==> config.mk <==
export PLATFORM = sky130hd
export DESIGN_NAME = traffic_phase_ctrl_flat
export DESIGN_NICKNAME = d
export VERILOG_FILES = /design/src/rtl/traffic_phase_ctrl_if.sv /design/src/rtl/traffic_phase_ctrl.sv /design/src/flat_wrapper.sv
export SDC_FILE = /design/constraint.sdc
export NUM_CORES = 1
export LEC_CHECK = 0
export CAP_MARGIN = 10
export CELL_PAD_IN_SITES_DETAIL_PLACEMENT = 0
export CELL_PAD_IN_SITES_GLOBAL_PLACEMENT = 1
export CORE_MARGIN = 4
export CORE_UTILIZATION = 39
export CTS_BUF_LIST = sky130_fd_sc_hd__clkbuf_16
export DETAILED_ROUTE_END_ITERATION = 16
export PLACE_DENSITY_LB_ADDON = 0.1
export SYNTH_ARGS = -nofsm -noshare
export SYNTH_HDL_FRONTEND = slang
export SYNTH_SLANG_ARGS = --single-unit
==> constraint.sdc <==
create_clock -name clk -period 7.55 [get_ports clk]
set_clock_uncertainty 0.05 [all_clocks]
set_input_delay 1.1325 -clock clk [delete_from_list [all_inputs] [get_ports clk]]
set_output_delay 1.1325 -clock clk [all_outputs]
set_load 0.01 [all_outputs]
==> src/rtl/traffic_phase_ctrl_if.sv <==
// traffic_phase_ctrl_if
// Bundles the controller's time-base and request inputs and its lamp and
// countdown outputs into one port.
//
// Signal semantics: there is no valid/ready handshake on this interface.
// tick is a one-cycle strobe that is acted on at the rising edge where it
// is sampled high. hold and night are levels. ped_req is a pulse that the
// controller latches. All outputs are combinational decodes of registered
// state and change only right after a rising clock edge.
//
// Signals:
//   tick, hold, night, ped_req    : driven by the system (master)
//   light_ew_rgyl, light_sn_rgyl  : lamp vectors {red, green, yellow, left}
//   cnt_ew, cnt_sn                : seconds until that road's lamp changes
//   ped_pending                   : pedestrian request latch
//   phase_dbg                     : current phase encoding, for observation
interface traffic_phase_ctrl_if #(
    parameter int CNT_W = 8
);
    logic             tick;
    logic             hold;
    logic             night;
    logic             ped_req;
    logic [3:0]       light_ew_rgyl;
    logic [3:0]       light_sn_rgyl;
    logic [CNT_W-1:0] cnt_ew;
    logic [CNT_W-1:0] cnt_sn;
    logic             ped_pending;
    logic [3:0]       phase_dbg;

    modport master (
        output tick, hold, night, ped_req,
        input  light_ew_rgyl, light_sn_rgyl, cnt_ew, cnt_sn, ped_pending,
               phase_dbg
    );

    modport slave (
        input  tick, hold, night, ped_req,
        output light_ew_rgyl, light_sn_rgyl, cnt_ew, cnt_sn, ped_pending,
               phase_dbg
    );
endinterface

==> src/rtl/traffic_phase_ctrl.sv <==
// traffic_phase_ctrl
// Two-road intersection controller. A single phase register and a single
// remaining-ticks register drive both roads, so EW and SN can never drift.
// Adds pedestrian green truncation, flashing-yellow night mode and hold.
//
// Ports:
//   clk   : rising-edge clock
//   reset : synchronous, active-high
//   bus   : traffic_phase_ctrl_if slave (tick/hold/night/ped_req in;
//           lamps, countdowns, ped_pending, phase_dbg out)
module traffic_phase_ctrl #(
    parameter int CNT_W   = 8,
    parameter int G_EW    = 40,
    parameter int L_EW    = 15,
    parameter int G_SN    = 30,
    parameter int L_SN    = 15,
    parameter int Y_T     = 5,
    parameter int PED_MIN = 5
) (
    input logic                  clk,
    input logic                  reset,
    traffic_phase_ctrl_if.slave  bus
);
    typedef enum logic [3:0] {
        EW_G  = 4'd0,
        EW_Y1 = 4'd1,
        EW_L  = 4'd2,
        EW_Y2 = 4'd3,
        SN_G  = 4'd4,
        SN_Y1 = 4'd5,
        SN_L  = 4'd6,
        SN_Y2 = 4'd7,
        NIGHT = 4'd8
    } phase_t;

    localparam logic [CNT_W-1:0] D_GEW = CNT_W'(G_EW);
    localparam logic [CNT_W-1:0] D_LEW = CNT_W'(L_EW);
    localparam logic [CNT_W-1:0] D_GSN = CNT_W'(G_SN);
    localparam logic [CNT_W-1:0] D_LSN = CNT_W'(L_SN);
    localparam logic [CNT_W-1:0] D_Y   = CNT_W'(Y_T);
    localparam logic [CNT_W-1:0] D_PED = CNT_W'(PED_MIN);
    localparam logic [CNT_W-1:0] ONE   = CNT_W'(1);

    localparam logic [3:0] LAMP_RED    = 4'b1000;
    localparam logic [3:0] LAMP_GREEN  = 4'b0100;
    localparam logic [3:0] LAMP_YELLOW = 4'b0010;
    localparam logic [3:0] LAMP_LEFT   = 4'b0001;
    localparam logic [3:0] LAMP_OFF    = 4'b0000;

    phase_t           phase, phase_n;
    logic [CNT_W-1:0] rem, rem_n;
    logic             flash, flash_n;
    logic             ped, ped_n;

    function automatic phase_t next_phase(input phase_t p);
        case (p)
            EW_G:    next_phase = EW_Y1;
            EW_Y1:   next_phase = EW_L;
            EW_L:    next_phase = EW_Y2;
            EW_Y2:   next_phase = SN_G;
            SN_G:    next_phase = SN_Y1;
            SN_Y1:   next_phase = SN_L;
            SN_L:    next_phase = SN_Y2;
            default: next_phase = EW_G;
        endcase
    endfunction

    function automatic logic [CNT_W-1:0] phase_dur(input phase_t p);
        case (p)
            EW_G:    phase_dur = D_GEW;
            EW_L:    phase_dur = D_LEW;
            SN_G:    phase_dur = D_GSN;
            SN_L:    phase_dur = D_LSN;
            default: phase_dur = D_Y;
        endcase
    endfunction

    always_ff @(posedge clk) begin
        if (reset) begin
            phase <= EW_G;
            rem   <= D_GEW;
            flash <= 1'b0;
            ped   <= 1'b0;
        end else begin
            phase <= phase_n;
            rem   <= rem_n;
            flash <= flash_n;
            ped   <= ped_n;
        end
    end

    always_comb begin
        phase_n = phase;
        rem_n   = rem;
        flash_n = flash;
        ped_n   = ped;
        if (bus.night) begin
            // Night overrides hold and tick; requests are discarded.
            ped_n = 1'b0;
            if (phase != NIGHT) begin
                phase_n = NIGHT;
                flash_n = 1'b0;
            end else if (!bus.hold && bus.tick) begin
                flash_n = ~flash;
            end
        end else if (phase == NIGHT) begin
            phase_n = EW_G;
            rem_n   = D_GEW;
            flash_n = 1'b0;
            ped_n   = 1'b0;
        end else begin
            if (!bus.hold && bus.tick) begin
                if (rem == ONE) begin
                    phase_n = next_phase(phase);
                    rem_n   = phase_dur(next_phase(phase));
                    if (next_phase(phase) == EW_Y1 || next_phase(phase) == SN_Y1)
                        ped_n = 1'b0;
                end else if ((phase == EW_G || phase == SN_G) && ped && rem > D_PED) begin
                    // Truncation uses the registered latch, so a request
                    // sampled on this same edge only acts on the next tick.
                    rem_n = D_PED;
                end else begin
                    rem_n = rem - ONE;
                end
            end
            // A new request wins over the Y1-entry clear so none is lost.
            if (bus.ped_req)
                ped_n = 1'b1;
        end
    end

    // Output decode: the inactive road counts through the active road's
    // remaining phases, so it always shows time to its own next change.
    always_comb begin
        bus.light_ew_rgyl = LAMP_RED;
        bus.light_sn_rgyl = LAMP_RED;
        bus.cnt_ew        = rem;
        bus.cnt_sn        = rem;
        case (phase)
            EW_G: begin
                bus.light_ew_rgyl = LAMP_GREEN;
                bus.cnt_sn        = rem + D_Y + D_LEW + D_Y;
            end
            EW_Y1: begin
                bus.light_ew_rgyl = LAMP_YELLOW;
                bus.cnt_sn        = rem + D_LEW + D_Y;
            end
            EW_L: begin
                bus.light_ew_rgyl = LAMP_LEFT;
                bus.cnt_sn        = rem + D_Y;
            end
            EW_Y2: begin
                bus.light_ew_rgyl = LAMP_YELLOW;
            end
            SN_G: begin
                bus.light_sn_rgyl = LAMP_GREEN;
                bus.cnt_ew        = rem + D_Y + D_LSN + D_Y;
            end
            SN_Y1: begin
                bus.light_sn_rgyl = LAMP_YELLOW;
                bus.cnt_ew        = rem + D_LSN + D_Y;
            end
            SN_L: begin
                bus.light_sn_rgyl = LAMP_LEFT;
                bus.cnt_ew        = rem + D_Y;
            end
            SN_Y2: begin
                bus.light_sn_rgyl = LAMP_YELLOW;
            end
            default: begin
                bus.light_ew_rgyl = flash ? LAMP_OFF : LAMP_YELLOW;
                bus.light_sn_rgyl = flash ? LAMP_OFF : LAMP_YELLOW;
                bus.cnt_ew        = '0;
                bus.cnt_sn        = '0;
            end
        endcase
    end

    assign bus.ped_pending = ped;
    assign bus.phase_dbg   = phase;
endmodule

==> src/flat_wrapper.sv <==
// flat-port wrapper written by rule: the top's interface ports become plain ports
module traffic_phase_ctrl_flat 
#(
    parameter int CNT_W   = 8,
    parameter int G_EW    = 40,
    parameter int L_EW    = 15,
    parameter int G_SN    = 30,
    parameter int L_SN    = 15,
    parameter int Y_T     = 5,
    parameter int PED_MIN = 5
)
  (clk, reset, bus_tick, bus_hold, bus_night, bus_ped_req, bus_light_ew_rgyl, bus_light_sn_rgyl, bus_cnt_ew, bus_cnt_sn, bus_ped_pending, bus_phase_dbg);
  traffic_phase_ctrl_if #(.CNT_W(CNT_W)) bus_i ();
  input logic clk;
  input logic reset;
  input wire logic [$bits(bus_i.tick)-1:0] bus_tick;
  input wire logic [$bits(bus_i.hold)-1:0] bus_hold;
  input wire logic [$bits(bus_i.night)-1:0] bus_night;
  input wire logic [$bits(bus_i.ped_req)-1:0] bus_ped_req;
  output wire logic [$bits(bus_i.light_ew_rgyl)-1:0] bus_light_ew_rgyl;
  output wire logic [$bits(bus_i.light_sn_rgyl)-1:0] bus_light_sn_rgyl;
  output wire logic [$bits(bus_i.cnt_ew)-1:0] bus_cnt_ew;
  output wire logic [$bits(bus_i.cnt_sn)-1:0] bus_cnt_sn;
  output wire logic [$bits(bus_i.ped_pending)-1:0] bus_ped_pending;
  output wire logic [$bits(bus_i.phase_dbg)-1:0] bus_phase_dbg;
  assign bus_i.tick = bus_tick;
  assign bus_i.hold = bus_hold;
  assign bus_i.night = bus_night;
  assign bus_i.ped_req = bus_ped_req;
  assign bus_light_ew_rgyl = bus_i.light_ew_rgyl;
  assign bus_light_sn_rgyl = bus_i.light_sn_rgyl;
  assign bus_cnt_ew = bus_i.cnt_ew;
  assign bus_cnt_sn = bus_i.cnt_sn;
  assign bus_ped_pending = bus_i.ped_pending;
  assign bus_phase_dbg = bus_i.phase_dbg;
  traffic_phase_ctrl #(.CNT_W(CNT_W), .G_EW(G_EW), .L_EW(L_EW), .G_SN(G_SN), .L_SN(L_SN), .Y_T(Y_T), .PED_MIN(PED_MIN)) u_core (.clk(clk), .reset(reset), .bus(bus_i));
endmodule
---- Word-level counts from Yosys, hierarchy flattened ----
Index checks and enable logic that the tools add are counted.
operators by class
  $add $sub $neg .......................... 6
  multiply operators ...................... 0
  divide/modulo/power cells ............... 0
  magnitude comparators ................... 1
  equality and inequality tests ........... 17
  shift operators ......................... 0
  muxes and demuxes ....................... 26
  bitwise gates (word level) .............. 2
  reductions and logical operators ........ 27
operators by type and width
  operator             count
  $pmux 8 s4           2
  $mux 8               4
  $pmux 4 s4           2
  $eq 4x3->1 const B   7
  $mux 4               7
  $add 8x3->8 const B  3
  $pmux 3 s7           1
  $pmux 6 s3           1
  $add 8x4->8 const B  2
  $eq 4x2->1 const B   3
  $reduce_bool 2->1    5
  $reduce_or 5->1      2
  $eq 4x1->1 const B   2
  $eq 8x1->1 const B   1
  $gt 8x3->1 const B   1
  $logic_not 4->1      2
  $mux 1               8
  $reduce_or 4->1      2
  $sub 8x1->8 const B  1
  $reduce_and 3->1     2
  $reduce_bool 3->1    2
  $reduce_or 2->1      3
  $eq 4x4->1 const B   1
  $ne 4x4->1 const B   1
  other kinds (9)      14
storage, ports and cells
  bits in registers ....................... 14
  bits in latches ......................... 0
  bits in writable memories ............... 0
  bits in read-only memories .............. 0
  input port bits ......................... 6
  memories kept ........................... 0

---- Logic depth before layout (Yosys ltp) ----
  word-level depth ........................ 12
  mapped depth ............................ 10
  depth with buffers taken out ............ 8

---- Worst setup path after synthesis ----
OpenSTA, ideal clock, no wires.
  kind .................................... reg2out
  from .................................... register u_core.rem[2]
  to ...................................... output bus_cnt_ew[7]
  data arrival time ....................... 2.175 ns
  data required time ...................... 6.367 ns
  path slack .............................. 4.192 ns
  stages on the path, launching flop included .. 10
  path buffers ............................ 1
  cell sequence ........................... dfxtp_1 -> clkbuf_1 -> inv_1 -> ha_1 -> a21oi_1 -> xnor2_1 -> and3_1 -> nor3_1 -> xnor2_1 -> a211o_1
on the way
  cells in the longest elaborated chain, start to end .. 4
RTL lines
  what                    line                                                  text
  from (decl)             traffic_phase_ctrl.sv:51                              logic [CNT_W-1:0] rem, rem_n;
  from (signal assigned)  traffic_phase_ctrl.sv:86                              rem <= rem_n;
  $add 8x3->8             traffic_phase_ctrl.sv:157, traffic_phase_ctrl.sv:165
  $add 8x4->8             traffic_phase_ctrl.sv:157                             bus.cnt_ew = rem + D_Y + D_LSN + D_Y;
  $add 8x3->8             traffic_phase_ctrl.sv:157
  $pmux 8 s4 *            traffic_phase_ctrl.sv:139                             case (phase)
  to (decl)               flat_wrapper.sv:22                                    output wire logic [$bits(bus_i.cnt_ew)-1:0] bus_cnt_ew;
Mark *: on every way between the ends. The rest lies on a longest branch, timed or not.

---- Worst setup path after layout ----
  from .................................... register u_core.rem[2]
  to ...................................... output bus_cnt_sn[7]
on the way
  cells in the longest elaborated chain, start to end .. 4
RTL lines
  what          line                                                  text
  $add 8x3->8   traffic_phase_ctrl.sv:142, traffic_phase_ctrl.sv:150
  $add 8x4->8   traffic_phase_ctrl.sv:142                             bus.cnt_sn = rem + D_Y + D_LEW + D_Y;
  $add 8x3->8   traffic_phase_ctrl.sv:142
  $pmux 8 s4 *  traffic_phase_ctrl.sv:139
  to (decl)     flat_wrapper.sv:23                                    output wire logic [$bits(bus_i.cnt_sn)-1:0] bus_cnt_sn;
Marked as above.

==> flow_summary.toml <==
[flow_run]
cap_violations = 0

[sta]
finalSetupViolCount = 0
worst_pin_slew_ns = 0.814
hold_viol_final = 0
fin_crit_sh_pct = 56.3
fmax_mhz = 235
fin_setup_tns_ns = 0
timing.hold.ws_ns = 0.515
slew_violations = 0
maxSlewHeadroom_pct = 45.6
grt_setup_unrepaired = "false"
min_period_ns = 4.25

[yosys]
yosys_warnings = 0
async_reset_ff_share_pct = 0
synthMuxAreaShare_pct = 1.25
synth_compound_area_share_pct = 28.8
synth_edf_count = 0
synthesis.area_mm2 = 0.00170
synth_cell_types = 52
synth_area_leader_cell = "dfxtp_1"
avgSynthCellArea_um2 = 6.55
netlist.area_leader.share_pct = 16.5
synth_area_leaders = "dfxtp_1 17%, xnor2_1 6.7%, nor2_1 6.6%"
synth-seq-cells = 14
synthAdderAreaFrac_pct = 5.90
synth_top_family_by_area = "simple AND/OR/NAND/NOR gates"
yosys.area_share.simple_pct = 31.3
synth-xor-area-share_pct = 7.23
synth_flop_cell = "dfxtp_1"
synth_nets = 273
synth_seq_area_share_pct = 16.5
syn_inst = 259

[clocking]
cts_buffers = 3
ctsHtreeMaxLevel = 1
clockBufferDepth = 2
cts_tree = "done"
cts_resized = 0
path_clk_slew_ns = 0.05
cts_setup_buffers = 0
hold_buffers = 0
cts_root_buf = "clkbuf_16"
clkSinkCount = 14
clkLatencyLatePin_ns = 0.25

[detailed_routing]
antenna_left = 0
top_layer_used = "met4"
drc_errors = 0
drt-total-wl_um = 5290
wl_met3_um = 349
dr_wl_met2_um = 2250
first_iter_violations = 154
firstDrtPassIters = 4
wl_met1_um = 2600
wl_per_cell_um = 16.2
vias = 1937
routed_via_density = 5.94

[power_and_ir_drop]
max-vdd-ir-drop_v = 0.000121
p_total_uw = 290
power.density_mw_per_mm2 = 139
switching_share_pct = 32.8
internal-power_uw = 195
power_frac_comb_pct = 33.3
clkPwrFrac_pct = 36.0
p_switching_uw = 95.1
seqPwrFrac_pct = 30.7
leakage_uw = 0.000769

[critical_path]
cp_max_fo = 13
cp-end-kind = "output pin"
r2r_end = "u_core.rem[6]"
critPathMaxStageDelay_ns = 0.60
cp_num_cells = 9
r2r_start = "u_core.rem[3]"
slowest_stage = "dfxtp_1"
r2r_cells = 8
worst-r2r-setup-slack_ns = 4.99
cp-start-kind = "flop"
cp-startpoint = "u_core.rem[2]"
path_cells = "inv_1 -> ha_1 -> a21oi_1 -> nor2_1 -> xnor2_1 -> nor4_1 -> o22ai_1 -> a41o_1 -> clkdlybuf4s50_1"
arrival_ns = 3.07
endpoint = "bus_cnt_sn[7]"
critPathKind = "flop to output pin"
critPathTopFamily = "buffers and inverters"
crit_buf_inv = 2
critical_path_required_ns = 6.37

[place]
hpwl_um = 3910
port_buffers = 34
gp_congestion = 0.898

[worst_hold_path]
hp-class = "flop to flop"
worstHoldStart = "u_core.bus.ped_pending"

[outcome]
status = "finished, final reports clean"

[floorplan]
die_h_um = 74.0
die_area_mm2 = 0.00547
die_x_um = 74.0
initial_core_util_pct = 41.2
io_pins = 35
rows = 23
core_mm2 = 0.00412

[layout]
drive_gt1_share_pct = 3.62
antenna_cells = 0
synthToLayoutAreaGrowth_pct = 22.9
fill_cells = 445
nets = 291

[global_routing]
grt_overflow = 0
track_usage_pct = 19.9
first_global_vias = 1689
grt_max_degree = 25
grt_antenna_before_repair = 0
grt_first_pass_wirelength_um = 8460
logic make-up after synthesis:
| logic type | after synthesis |
|---|---|
| adder cells (fa/ha/maj) | 8 |
| flip-flops | 14 |
| multiplexers | 2 |
| buffers and inverters | 36 |
| XOR/XNOR | 14 |
| AO/OA/AOI/OAI | 76 |
| AND/OR/NAND/NOR | 109 |
per-stage QoR:
| stage | std cells | instance area, um2 | setup WS (ns) | utilization, % |
|---|---|---|---|---|
| after floorplan | 259 | 1700 | 4.19 | - |
| after detailed placement | 322 | 2010 | 3.55 | 48.8 |
| final | 326 | 2090 | 3.30 | 50.7 |
| after global routing | 326 | 2090 | 3.11 | 50.7 |
| after global placement | 322 | 2010 | 3.60 | 48.8 |
| after CTS | 326 | 2090 | 3.28 | 50.7 |
worst min-delay path: cells and delay by family (launching register included):
family	cells	cell delay [ns]
flops	1	0.32
simple gates	1	0.05
compound gates	1	0.14
synthesized netlist by cell type, types with 3 or more instances:
cell type / n
nor2_1: 30
nand2_1: 28
a21oi_1: 19
o21ai_0: 18
dfxtp_1: 14
inv_1: 14
clkbuf_1: 13
xnor2_1: 13
nor3_1: 11
nand3_1: 9
ha_1: 8
nor4_1: 6
a211oi_1: 5
a31oi_1: 5
buf_2: 5
or3_1: 5
nand2b_1: 4
o22ai_1: 4
a32o_1: 3
layer usage:
metal,GRT usage [%],vias up
met3,2.97,9
met5,0,-
li1,-,966
met2,29.6,66
met1,28.8,896
met4,7.85,0
flip-flops by register name, indices dropped and copies added, names as in the netlist:
signal                  cells
u_core.flash                1
u_core.bus.phase_dbg        4
u_core.rem                  8
u_core.bus.ped_pending      1
worst min path at each step:
stage,end,cells after the start,slack (ns)
floorplan,u_core.flash,2,0.42
global placement,u_core.bus.ped_pending,2,0.50
detailed placement,u_core.bus.ped_pending,2,0.51
CTS,u_core.flash,2,0.52
global route,u_core.bus.ped_pending,2,0.55
finish,u_core.bus.ped_pending,2,0.51
cell type report:
| class | instances | area, um2 | area share [%] |
|---|---|---|---|
| clock inverters | 1 | 3.75 | 0.180 |
| well taps | 50 | 62.6 | 3.00 |
| repair buffers | 35 | 348 | 16.7 |
| flip-flops and latches | 14 | 280 | 13.4 |
| multi-input cells | 209 | 1260 | 60.6 |
| inverters | 14 | 52.6 | 2.52 |
| clock buffers | 3 | 75.1 | 3.60 |
power groups by stage:
stage | logic (uW) | clock network (uW) | registers (uW)
2_1_floorplan | 67.0 | 0 | 82.0
3_3_place_gp | 96.8 | 0 | 90.2
3_5_place_dp | 95.7 | 0 | 89.8
4_1_cts | 96.5 | 105 | 88.5
5_1_grt | 105 | 107 | 89.8
6_report | 96.5 | 104 | 88.9
cell usage in the layout (no fill, tap or decap), drive strengths merged, types with 3 or more instances in the layout:
master,instances
or4,3
or3,5
nand2,28
clkdlybuf4s50,34
ha,8
dfxtp,14
a31oi,5
inv,14
o22ai,4
clkbuf,3
a21oi,19
nand2b,4
a211oi,5
nor2,30
nor4,7
xnor2,13
or2,3
nor3,11
a31o,3
o21ai,20
nand3,9
a32o,3
(Power assumes the default switching activity.)
